## src/rtl/clk_div_ctrl.sv

```systemverilog
// Run-time controller for the integer clock divider: holds the divisor, starts/stops
// the divided clock and swaps divisors only at period boundaries.
//   state | meaning
//   IDLE  | divider stopped, clk_out low, divisor loads apply directly
//   RUN   | counting, no request pending
//   PEND  | counting, new divisor waits for the wrap edge
module clk_div_ctrl #(
  parameter int CNT_W       = 8,
  parameter int DEFAULT_DIV = 5
) (
  input  logic             clk_in,
  input  logic             rst,
  input  logic             enable,
  input  logic [CNT_W-1:0] div_val,
  input  logic             div_load,
  output logic             div_busy,
  output logic             div_err,
  output logic [CNT_W-1:0] div_active,
  output logic             clk_out,
  output logic             tick
);

  typedef enum logic [1:0] {IDLE, RUN, PEND} state_t;

  localparam logic [CNT_W-1:0] DIV_RST = CNT_W'(DEFAULT_DIV);
  localparam logic [CNT_W-1:0] ONE     = CNT_W'(1);
  localparam logic [CNT_W-1:0] TWO     = CNT_W'(2);

  state_t           state, state_n;
  logic [CNT_W-1:0] cnt, cnt_n;
  logic [CNT_W-1:0] pend, pend_n;
  logic [CNT_W-1:0] div_n;
  logic             hi_q, hi_n;
  logic             neg_q;
  logic             tick_n, err_n;
  logic             wrap, val_ok;

  assign val_ok = (div_val >= TWO);
  assign wrap   = (state != IDLE) && (cnt == div_active - ONE);

  always_comb begin
    state_n = state;
    cnt_n   = cnt;
    pend_n  = pend;
    div_n   = div_active;
    err_n   = 1'b0;
    case (state)
      IDLE: begin
        cnt_n = '0;
        if (div_load) begin
          if (val_ok) div_n = div_val;
          else        err_n = 1'b1;
        end
        // Start one count short of the wrap so the next edge opens the first period.
        if (enable) begin
          state_n = RUN;
          cnt_n   = div_n - ONE;
        end
      end
      RUN: begin
        cnt_n = wrap ? '0 : cnt + ONE;
        if (div_load && !val_ok) err_n = 1'b1;
        if (wrap && !enable) begin
          state_n = IDLE;
          if (div_load && val_ok) div_n = div_val;
        end else if (div_load && val_ok) begin
          pend_n  = div_val;
          state_n = PEND;
        end
      end
      PEND: begin
        cnt_n = wrap ? '0 : cnt + ONE;
        if (div_load) err_n = 1'b1;
        if (wrap) begin
          div_n   = pend;
          state_n = enable ? RUN : IDLE;
        end
      end
      default: state_n = IDLE;
    endcase
    tick_n = (state_n != IDLE) && (cnt_n == '0);
    hi_n   = (state_n != IDLE) && (cnt_n < (div_n >> 1));
  end

  always_ff @(posedge clk_in or posedge rst) begin
    if (rst) begin
      state      <= IDLE;
      cnt        <= '0;
      pend       <= '0;
      div_active <= DIV_RST;
      div_err    <= 1'b0;
      tick       <= 1'b0;
      hi_q       <= 1'b0;
    end else begin
      state      <= state_n;
      cnt        <= cnt_n;
      pend       <= pend_n;
      div_active <= div_n;
      div_err    <= err_n;
      tick       <= tick_n;
      hi_q       <= hi_n;
    end
  end

  // Half-cycle copy of hi_q stretches the high phase for odd divisors.
  always_ff @(negedge clk_in or posedge rst) begin
    if (rst) neg_q <= 1'b0;
    else     neg_q <= hi_q;
  end

  assign clk_out  = hi_q | (div_active[0] & neg_q);
  assign div_busy = (state == PEND);

endmodule
```

## config.mk

```make
export PLATFORM = sky130hd
export DESIGN_NAME = clk_div_ctrl
export DESIGN_NICKNAME = d
export VERILOG_FILES = /design/src/rtl/clk_div_ctrl.sv
export SDC_FILE = /design/constraint.sdc
export NUM_CORES = 1
export LEC_CHECK = 0
export CELL_PAD_IN_SITES_DETAIL_PLACEMENT = 0
export CELL_PAD_IN_SITES_GLOBAL_PLACEMENT = 1
export CORE_MARGIN = 5
export CORE_UTILIZATION = 44
export CTS_CLUSTER_DIAMETER = 30
export DETAILED_ROUTE_END_ITERATION = 16
export GPL_TIMING_DRIVEN = 1
export PLACE_DENSITY_LB_ADDON = 0.1
export SLEW_MARGIN = 10
export SYNTH_ARGS = -nofsm -noshare
export SYNTH_HDL_FRONTEND = slang
export SYNTH_SLANG_ARGS = --single-unit
```

## constraint.sdc

```tcl
create_clock -name clk_in -period 4.61 [get_ports clk_in]
set_input_delay 0.922 -clock clk_in [delete_from_list [all_inputs] [get_ports clk_in]]
set_output_delay 0.922 -clock clk_in [all_outputs]
set_load 0.1 [all_outputs]
```

==> run metrics <==
Port Buffers=23; Rel. slew slack=34.86%; Core Area=about 5500 um^2; area leader, netlist=dfrtp_1; syn avg cell area=8.834 um^2; Setup crit start kind=register; vias per cell=slightly below 6; Peak VDD IR=0.4076 mV; Syn Std Cell Area=2474 um^2; Setup CP Type=register to output port; final setup fails=0; pwr/cell area=around 830 nW/um^2; share of post-route cells with drive strength above 1=16.56%; total of max-cap violations=0; Ys Warns=0; Worst Path Max Fanout=1; largest net degree at the start of global routing=30; Seq/Total Area, Yosys=between 30% and 40%; total track usage=between 20 and 25%; critical hold path startpoint=pend[2]$_DFFE_PP0P_; CTS resizes=0; initial antenna violation count=0; I/O pins=24; Leakage=roughly 1.3 nW; Worst-Margin Slew=974.0 ps; die width=around 85 um; Clock Skew=7.436 ps; Antenna diodes=0; first-pass GRT wire length=~11000 um; status=complete, no violations; Die ar.=roughly 7200 um^2; post-route ant nets=0; final setup TNS=0 ps; nets@finish=~340; kind of cell adding the most delay to the critical path=flip-flops; Min-Delay Path Class=register to register; Worst Path Arrival=3330 ps; Crit. End Element=output port; WL/cell=~18 um; Post-route DRC=0; clk root buf=clkbuf_8; cell count after synthesis=between 200 and 300; Final Hold Viols=0; top cells by area, synth=dfrtp_1 (27%), ha_1 (6.6%), mux2_2 (5.5%); hold_buf cts=0; top cell type's share of synthesized area=roughly 27%; vias in the first global route=between 2000 and 2500; total grt overflow=0; Post-synth EDFFs=0; pre-CTS setup slack=around 130 ps; clock tree sinks=30; Worst path slowest cell=dfrtn_1; GPL Wtd Cong=0.8419; flops & latches, synth=30; Post-Syn Nets=about 300; Area Growth Syn to Fin=20.54%; Max Slew Vio Count=0; routed wire length=7061 um; first-pass iteration count of the detailed router=5; CTS buffer count=5; Pwr Total=~2.5 mW; worst-path cell chain=a21o_1, buf_12; Iter 0 DRT Violations=254; Std-Cell Rows=27; clk slew on worst S/H paths=60 ps; die height=~85 um; DPL Wire Length=between 5000 and 6000 um; RSZ-0062 raised after global routing=no; CTS tree=done; Crit. Startpoint=neg_q$_DFF_NP0_; R2R Path Start=div_active[1]$_DFF_PP0_; CP max stage delay=around 400 ps; clk_lat worst skew=about 280 ps; via count=~2300; final setup margin=~360 ps; Hold Worst Slack=511.9 ps; Starting Density=45.20%; Synth Flop Type=dfrtp_1; CP required=about 3700 ps; Netlist cell types=between 60 and 70; crit path buf inv count=1; Post-CTS Repair Setup Buffers=0; asr flop ratio synth=100.0%; H-tree depth=2; Clock Path Buffers=2
worst register-to-register path, stage by stage (launching register included):
cell and delay (ps):
dfrtp_1 510, inv_1 130, ha_1 290, nor2b_1 160, or3_1 340, a31o_1 250, a211oi_4 320, buf_4 260
nor2_1 110, a311oi_2 330, inv_1 120, ha_1 320, a2111oi_0 430, a311oi_1 170, a2111oi_2 310
layer usage:
metal	routed length, um	global-route usage (%)	up-vias
met5	0	0	-
met4	57	4.748	0
met3	469	3.204	4
met2	3266	31.00	87
met1	3268	29.09	1082
li1	-	-	1109
layout by cell type, fill, tap and decap left out, types with 7 or more instances in the layout:
master / n
a21o_1: 8
o21ai_0: 8
ha_1: 13
buf_4: 19
mux2_2: 12
inv_1: 18
nand3_1: 12
dfrtp_1: 27
clkdlybuf4s50_1: 22
nor2_1: 20
a21oi_1: 17
a22oi_1: 7
nand2_1: 17
nor3_1: 7
registers in the layout, indices dropped and copies added (netlist names):
signal / cells
div_err: 1
neg_q: 1
pend: 8
cnt: 8
hi_q: 1
div_active: 8
state: 2
tick: 1
power by group:
part	switching (mW)	internal, mW
Combinational	1.01	0.631
Clock	0.104	0.176
Sequential	0.168	0.389
metrics by stage:
stage	utilization [%]	std cells	instance area (um^2)
after floorplan	-	280	2474
after global placement	52.35	378	2865
after detailed placement	52.35	378	2865
after CTS	54.48	386	2982
after global routing	54.48	386	2982
final	54.48	386	2982
cell usage after synthesis (6+ instances only):
master	instances
dfrtp_1	27
nor2_1	20
nand2_1	17
a22oi_1	7
inv_1	18
nor3_1	7
o21ai_0	8
xnor2_1	6
ha_1	13
clkbuf_1	8
a21o_1	8
mux2_2	12
nand3_1	12
a21oi_1	17
cell families after synthesis:
group,count (synthesis),share of synthesized area (%)
flip-flops,30,30.45
adder cells (fa/ha/maj),13,6.576
multiplexers,16,7.082
AO/OA/AOI/OAI,84,25.80
buffers and inverters,35,6.170
XOR/XNOR,11,3.895
AND/OR/NAND/NOR,91,20.03
final cells by class:
cell class	count	area (um^2)
Clock buffer	7	86.33
Inverter	19	71.32
Tap cell	72	90.09
Fill cell	535	2491
Clock inverter	1	30.03
Timing Repair Buffer	42	382.9
Multi-Input combinational cell	215	1568
Sequential cell	30	753.2
path summary, 6_finish.rpt:
path	end	slack, ps	cells past startpoint
max reg2reg	hi_q$_DFF_PP0_	440	14
max in group asynchronous	neg_q$_DFF_NP0_	1500	2
min in group asynchronous	cnt[4]$_DFF_PP0_	1070	3
min	pend[2]$_DFFE_PP0P_	510	1
min reg2reg	pend[2]$_DFFE_PP0P_	510	1
max	clk_out	360	2
(Power assumes the default switching activity.)
